[config.mk]
export PLATFORM = sky130hd
export DESIGN_NAME = dsp_mac_slice
export DESIGN_NICKNAME = d
export VERILOG_FILES = /design/src/rtl/dsp_mac_slice.sv
export SDC_FILE = /design/constraint.sdc
export NUM_CORES = 2
export LEC_CHECK = 0
export BUFFER_PORTS_ARGS = -buffer_cell sky130_fd_sc_hd__buf_4
export CAP_MARGIN = 30
export CORE_MARGIN = 2
export CORE_UTILIZATION = 40
export CTS_BUF_LIST = sky130_fd_sc_hd__clkbuf_4 sky130_fd_sc_hd__clkbuf_8 sky130_fd_sc_hd__clkbuf_16
export DETAILED_ROUTE_END_ITERATION = 10
export PLACE_DENSITY = 0.68
export SETUP_SLACK_MARGIN = 0.05
export SLEW_MARGIN = 10
export SYNTH_ARGS = -nofsm -noshare
export SYNTH_HDL_FRONTEND = slang
export SYNTH_SLANG_ARGS = --single-unit
[constraint.sdc]
create_clock -name CLK -period 7 [get_ports CLK]
set_clock_uncertainty 0.15 [all_clocks]
set_input_delay 1.75 -clock CLK [delete_from_list [all_inputs] [get_ports CLK]]
set_output_delay 1.75 -clock CLK [all_outputs]
set_load 0.03 [all_outputs]
[src/rtl/dsp_mac_slice.sv]
// dsp_mac_slice: pre-add / multiply / post-add MAC slice with valid tracking.
// Define DSP_MAC_SAT_EN to clamp P on signed overflow and drive a sticky SAT_FLAG.
module dsp_mac_slice #(
  parameter int A_WIDTH = 18,
  parameter int B_WIDTH = 18,
  parameter int C_WIDTH = 48,
  parameter int P_WIDTH = 48,
  parameter int IREG    = 1,
  parameter int MREG    = 1
) (
  input  logic               CLK,
  input  logic               RSTN,
  input  logic               CE,
  input  logic               IN_VALID,
  input  logic [5:0]         OPMODE,
  input  logic [A_WIDTH-1:0] A,
  input  logic [B_WIDTH-1:0] B,
  input  logic [B_WIDTH-1:0] D,
  input  logic [C_WIDTH-1:0] C,
  input  logic               CARRYIN,
  output logic [P_WIDTH-1:0] P,
  output logic               CARRYOUT,
  output logic               OUT_VALID,
  output logic               SAT_FLAG
);

  localparam int PRE_W = B_WIDTH + 1;
  localparam int M_W   = A_WIDTH + PRE_W;

  if (P_WIDTH < M_W) begin : g_bad_p
    $error("dsp_mac_slice: P_WIDTH must be >= A_WIDTH+B_WIDTH+1");
  end
  if (C_WIDTH > P_WIDTH) begin : g_bad_c
    $error("dsp_mac_slice: C_WIDTH must be <= P_WIDTH");
  end

  logic               v1, ci1;
  logic [5:0]         op1;
  logic [A_WIDTH-1:0] a1;
  logic [B_WIDTH-1:0] b1, d1;
  logic [C_WIDTH-1:0] c1;

  if (IREG != 0) begin : g_ireg
    always_ff @(posedge CLK) begin
      if (!RSTN) begin
        v1  <= 1'b0;
        ci1 <= 1'b0;
        op1 <= '0;
        a1  <= '0;
        b1  <= '0;
        d1  <= '0;
        c1  <= '0;
      end else if (CE) begin
        v1 <= IN_VALID;
        if (IN_VALID) begin
          ci1 <= CARRYIN;
          op1 <= OPMODE;
          a1  <= A;
          b1  <= B;
          d1  <= D;
          c1  <= C;
        end
      end
    end
  end else begin : g_no_ireg
    assign v1  = IN_VALID;
    assign ci1 = CARRYIN;
    assign op1 = OPMODE;
    assign a1  = A;
    assign b1  = B;
    assign d1  = D;
    assign c1  = C;
  end

  logic [PRE_W-1:0] pre_d;

  always_comb begin
    pre_d = {b1[B_WIDTH-1], b1};
    if (op1[1]) begin
      if (op1[0])
        pre_d = {d1[B_WIDTH-1], d1} - {b1[B_WIDTH-1], b1};
      else
        pre_d = {d1[B_WIDTH-1], d1} + {b1[B_WIDTH-1], b1};
    end
  end

  // Only OPMODE[5:2] is needed past the pre-adder.
  logic               v2, ci2;
  logic [3:0]         op2;
  logic [A_WIDTH-1:0] a2;
  logic [PRE_W-1:0]   pre2;
  logic [C_WIDTH-1:0] c2;

  always_ff @(posedge CLK) begin
    if (!RSTN) begin
      v2   <= 1'b0;
      ci2  <= 1'b0;
      op2  <= '0;
      a2   <= '0;
      pre2 <= '0;
      c2   <= '0;
    end else if (CE) begin
      v2 <= v1;
      if (v1) begin
        ci2  <= ci1;
        op2  <= op1[5:2];
        a2   <= a1;
        pre2 <= pre_d;
        c2   <= c1;
      end
    end
  end

  logic [M_W-1:0] m_d;

  assign m_d = $signed({{PRE_W{a2[A_WIDTH-1]}}, a2})
             * $signed({{A_WIDTH{pre2[PRE_W-1]}}, pre2});

  logic               v3, ci3;
  logic [3:0]         op3;
  logic [M_W-1:0]     m3;
  logic [C_WIDTH-1:0] c3;

  if (MREG != 0) begin : g_mreg
    always_ff @(posedge CLK) begin
      if (!RSTN) begin
        v3  <= 1'b0;
        ci3 <= 1'b0;
        op3 <= '0;
        m3  <= '0;
        c3  <= '0;
      end else if (CE) begin
        v3 <= v2;
        if (v2) begin
          ci3 <= ci2;
          op3 <= op2;
          m3  <= m_d;
          c3  <= c2;
        end
      end
    end
  end else begin : g_no_mreg
    assign v3  = v2;
    assign ci3 = ci2;
    assign op3 = op2;
    assign m3  = m_d;
    assign c3  = c2;
  end

  logic [P_WIDTH-1:0] m_ext, c_ext, x_s, z_s, p_d;
  logic [P_WIDTH:0]   usum;

  assign m_ext = P_WIDTH'($signed(m3));
  assign c_ext = P_WIDTH'($signed(c3));

  // op3: [0]/[1] Z select, [2] X zero, [3] post subtract.
  always_comb begin
    x_s = op3[2] ? '0 : m_ext;
    unique case (op3[1:0])
      2'b00:   z_s = '0;
      2'b01:   z_s = P;
      2'b10:   z_s = c_ext;
      default: z_s = c_ext + P;
    endcase
    if (op3[3])
      usum = {1'b0, z_s} - {1'b0, x_s} - {{P_WIDTH{1'b0}}, ci3};
    else
      usum = {1'b0, z_s} + {1'b0, x_s} + {{P_WIDTH{1'b0}}, ci3};
  end

`ifdef DSP_MAC_SAT_EN
  logic [P_WIDTH:0] ssum;
  logic             ovf;
  logic             sat_q;

  always_comb begin
    if (op3[3])
      ssum = {z_s[P_WIDTH-1], z_s} - {x_s[P_WIDTH-1], x_s}
           - {{P_WIDTH{1'b0}}, ci3};
    else
      ssum = {z_s[P_WIDTH-1], z_s} + {x_s[P_WIDTH-1], x_s}
           + {{P_WIDTH{1'b0}}, ci3};
    ovf = ssum[P_WIDTH] ^ ssum[P_WIDTH-1];
    p_d = ssum[P_WIDTH-1:0];
    if (ovf)
      p_d = {ssum[P_WIDTH], {(P_WIDTH-1){~ssum[P_WIDTH]}}};
  end

  always_ff @(posedge CLK) begin
    if (!RSTN)
      sat_q <= 1'b0;
    else if (CE && v3 && ovf)
      sat_q <= 1'b1;
  end

  assign SAT_FLAG = sat_q;
`else
  assign p_d      = usum[P_WIDTH-1:0];
  assign SAT_FLAG = 1'b0;
`endif

  // Bubbles leave P/CARRYOUT untouched so accumulation spans gaps.
  always_ff @(posedge CLK) begin
    if (!RSTN) begin
      P         <= '0;
      CARRYOUT  <= 1'b0;
      OUT_VALID <= 1'b0;
    end else if (CE) begin
      OUT_VALID <= v3;
      if (v3) begin
        P        <= p_d;
        CARRYOUT <= usum[P_WIDTH];
      end
    end else begin
      OUT_VALID <= 1'b0;
    end
  end

endmodule

; Yosys cells after proc, flatten, opt, wreduce, memory -nomap -nowiden
; Cells that the tools add are included.
; W data, S select, Z words.
[totals]
register_bits = 342
wordCells = 42
[op_classes]
addsub = 7
n_mul = 1
n_eq_ne = 2
n_mux = 5
reduce_logical = 6
[op_table]
columns = cell, count
row1 = $pmux W48 S3, 1
row2 = $add A48 B48 Y49, 1
row3 = $add A49 B1 Y49, 1
row4 = $mux W49, 1
row5 = $sub A48 B48 Y49, 1
row6 = $sub A49 B1 Y49, 1
row7 = $add A48 B48 Y48, 1
row8 = $mux W48, 1
row9 = $mux W19, 2
row10 = $mul A18 B19 Y37, 1
row11 = $add A18 B18 Y19, 1
row12 = $sub A18 B18 Y19, 1
row13 = $reduce_and A2 Y1, 5
row14 = $eq A2 B1 Y1 const B, 1
row15 = $eq A2 B2 Y1 const B, 1
row16 = $logic_not A2 Y1, 1

; Longest topological paths before layout
[depth]
ltp_word = 5
depth_mapped = 29
ltp_nobuf = 28

; Worst setup path after synthesis
; OpenSTA, ideal clock, no wires.
[synth_path]
kind = flip-flop to flip-flop
start = register pre2[10]
end = register m3[29]
setup_time_ns = 0.125
arrival_ns = 6.232
slack_ns = 0.493
path_stages_with_launch = 22
cell_sequence = dfxtp_1 -> clkbuf_1 -> clkbuf_1 -> nand2_1 -> fa_1 -> fa_1 -> fa_1 -> fa_1 -> inv_1 -> fa_1 -> inv_1 -> fa_1 -> inv_1 -> ha_1 -> or3_1 -> o21ai_1 -> o21ai_1 -> a2111oi_1 -> o41ai_1 -> a2111oi_0 -> or3_1 -> nand3_1
[synth_between]
elab_chain_cells = 1
[synth_lines]
columns = element, line_no
row1 = start: declaration, 91  ; logic [PRE_W-1:0] pre2;
row2 = start signal: assignment, 108  ; pre2 <= pre_d;
row3 = $mul A18 B19 Y37, 117  ; * $signed({{A_WIDTH{pre2[PRE_W-1]}}, pre2});
row4 = end signal: assignment, 137  ; m3 <= m_d;
row5 = end: declaration, 121  ; logic [M_W-1:0] m3;
; Every way passes these cells.
; A chain may end at the register's enable or synchronous reset.

; Worst setup path after layout
[layout_path]
start = register a2[3]
end = register m3[36]
[layout_between]
elab_chain_cells = 1
[layout_lines]
columns = element, line_no
row1 = start: declaration, 90  ; logic [A_WIDTH-1:0] a2;
row2 = start signal: assignment, 99  ; a2 <= '0;
row3 = start signal: assignment, 107  ; a2 <= a1;
row4 = $mul A18 B19 Y37, 117
; Every way passes these cells.

==> impl_metrics.yaml <==
worst_setup_path:
  rrSetupSlack_ns: 0.37
  cp_slowest_cell: "fa_1"
  crit_required_ns: 7.35
  worst-path-buf-inv: 6
  cp_top_family: "adder cells"
  ff2ff_path_depth: 24
  crit_path_end_kind: "flop"
  path_class: "flop to flop"
  worstPathMaxFanout: 14
  crit_chain: "buf_4 -> nand2_1 -> fa_1 -> inv_1 -> fa_1 -> inv_1 -> fa_1 -> inv_1 -> fa_1 -> fa_1 -> inv_1 -> fa_1 -> inv_1 -> ha_1 -> a21o_1 -> a21oi_1 -> o21ai_0 -> nor3_1 -> a21oi_1 -> a21bo_2 -> a31oi_1 -> a21oi_1 -> xnor2_1 -> o21ai_0"
  r2r_start: "a2[3]"
  start_kind: "flop"
  path_depth: 24
  cpMostUsedCell: "fa_1"
  r2r-end: "m3[36]"
  worstPathArrival_ns: 6.98
  max_stage_delay_ns: 0.60
grt:
  grt_pass1_vias: 29900
  grt_max_degree: 128
  antenna_found_initial: 1
  grtUsageTotal_pct: 23.65
  gr-total-overflow: 0
  grt_pass1_wl_um: 169700
power:
  powerDensity_mw_per_mm2: 123.9
  design_power_total_mw: 4.888
  p_leak_nw: 18.09
  peakVddDrop_mv: 0.1541
sta:
  finalHoldViolations: 0
  holdWs_ns: 0.2934
  maxSlewViolCount: 0
  timing.fmax_mhz: 150.8
  worstMarginPinSlew_ns: 0.9239
  max-slew-margin-rel_pct: 37.60
  finalSetupTns_ns: 0
  fin_ws_ns: 0.3690
  min_period_ns: 6.631
  rsz0062_at_grt: "no"
  timing.final.crit_share_pct: 94.73
  setup_violations: 0
logic_synthesis:
  yosysSeqAreaShare_pct: 19.31
  synth_edf_count: 0
  syn-num-nets: 5236
  synth_cells: 4472
  yosys_warnings: 0
  avgSynthCellArea_sq_um: 7.930
  ys_types: 89
  synthArstFlopShare_pct: 0
  ys.flop_type: "dfxtp_1"
  synth_seq_cells: 342
  synth_area_sq_mm: 0.03546
hold_path:
  holdCritStartpoint: "ci2"
  worst_hold_path.num_cells: 2
  min_path_type: "flop to flop"
  whs_endpoint: "ci3"
placement:
  post-place-ws_ns: 0.005650
  routabilityCongestion: 0.9749
  dp_cells: 5648
  dp_hpwl_um: 85550
  io_buffers: 162
layout:
  diodes: 0
  drive_gt1_share_pct: 8.927
  syn_to_final_growth_pct: 11.27
  final_nets: 5291
  stdcell_count: 5724
job:
  maxCapViolations: 0
clock_network:
  clockRootBuffer: "clkbuf_16"
  worstSkewPairLatency_ns: 0.62
  clock-sinks: 342
  cts-buffers-inserted: 42
  htree_levels: 2
  clk_pin_slew_worst_paths_ns: 0.07
  max-clock-path-buffers: 3
  cts_tree: "done"
detailed_routing:
  first_pass_iters: 6
  final_antenna_net_count: 0
  drt-vias-per-instance: 5.364
  wirelength_um: 108000
  dr_total_vias: 30700
  routedWlPerCell_um: 18.87
  drt_iter0_drc: 2897
  drc: 0
floorplan:
  coreArea_sq_mm: 0.08810
  initial_core_util_pct: 40.25
  num_rows: 109
  die-area_sq_mm: 0.09106
  ios: 164
  die_y_um: 301.8
  dieWidth_um: 301.8
outcome:
  status: "completed"
## layer usage
metal | part of all wire (%) | GRT usage [%]
met1 | 45 | 33.24
met2 | 44 | 37.35
met3 | 7.4 | 3.735
met4 | 3.2 | 7.249
met5 | 0 | 0
## registers in the layout (all words and copies together), names as in the netlist
signal and flops:
P 48, c1 48, c2 48, c3 48
m3 37, pre2 19, a1 18, a2 18
b1 18, d1 18, op1 6, op2 4
op3 4, CARRYOUT 1, OUT_VALID 1, ci1 1
ci2 1, ci3 1, v1 1, v2 1
v3 1
## worst max-delay path by stage
stage,from,endpoint,slack (ns)
6_report,a2[3],m3[36],0.37
5_1_grt,a2[3],m3[36],0.03
4_1_cts,a2[0],m3[33],0.08
3_5_place_dp,a2[1],m3[33],0.006
3_3_place_gp,a2[1],m3[33],0.12
2_1_floorplan,pre2[10],m3[29],0.49
## tightest hold or removal path, stage by stage, from the launching register on
cell and delay, ns:
dfxtp_1 0.31, nand2_1 0.05, a21oi_1 0.05
## metrics by stage
stage / cell area, sq um / utilization, %
5_1_grt: 39460 / 44.79
6_report: 39460 / 44.79
4_1_cts: 39400 / 44.72
2_1_floorplan: 35460 / -
3_5_place_dp: 37960 / 43.09
3_3_place_gp: 37920 / 43.05
## cells in the final DEF (no fill, tap or decap), types with 49 or more instances in the layout
master | Yosys | final
and2_1 | 181 | 177
ha_1 | 300 | 300
a21o_1 | 101 | 101
a21oi_1 | 455 | 455
nor2_1 | 186 | 186
nor3_1 | 51 | 51
nor2b_1 | 51 | 49
inv_1 | 541 | 540
o21ai_0 | 152 | 152
nand2_1 | 800 | 797
xor2_1 | 57 | 57
fa_1 | 351 | 351
dfxtp_1 | 342 | 323
xnor2_1 | 128 | 128
buf_4 | 1 | 251
## logic make-up after synthesis
kind of cell             share of synthesized area, %
XOR/XNOR                                        4.569
other                                         0.01057
flip-flops                                      19.31
adder cells (fa/ha/maj)                         30.40
multiplexers                                    1.260
AO/OA/AOI/OAI                                   17.42
AND/OR/NAND/NOR                                 18.72
buffers and inverters                           8.312
## report_power, final
part           switching [mW]  internal, mW
Sequential             0.0430          1.99
Combinational           0.319         0.217
Clock                    1.02          1.30
Total                    1.38          3.50
## timing repair
action                                  CTS  global route
hold buffers                              0             0
buffers inserted                          0             0
gates resized for setup                   2            24
endpoints found under the setup margin    2            10
## cells in the mapped netlist (57+ instances only)
| cell type | count | area share, % |
|---|---|---|
| nand2_1 | 800 | 8.5 |
| inv_1 | 541 | 5.7 |
| a21oi_1 | 455 | 6.4 |
| fa_1 | 351 | 20 |
| dfxtp_1 | 342 | 19 |
| ha_1 | 300 | 11 |
| clkbuf_1 | 221 | 2.3 |
| nor2_1 | 186 | 2.0 |
| and2_1 | 181 | 3.2 |
| o21ai_0 | 152 | 2.1 |
| xnor2_1 | 128 | 3.2 |
| a21o_1 | 101 | 2.1 |
| xor2_1 | 57 | 1.4 |
## final cells by class
cell class	count	area, sq um
clock buffer	49	1135
fill	8816	48640
inverter	542	2042
clock inverter	27	301.5
tap	1165	1458
multi-input combinational	3346	25730
sequential	342	6875
timing repair buffer	253	1917
(Power assumes the default switching activity.)
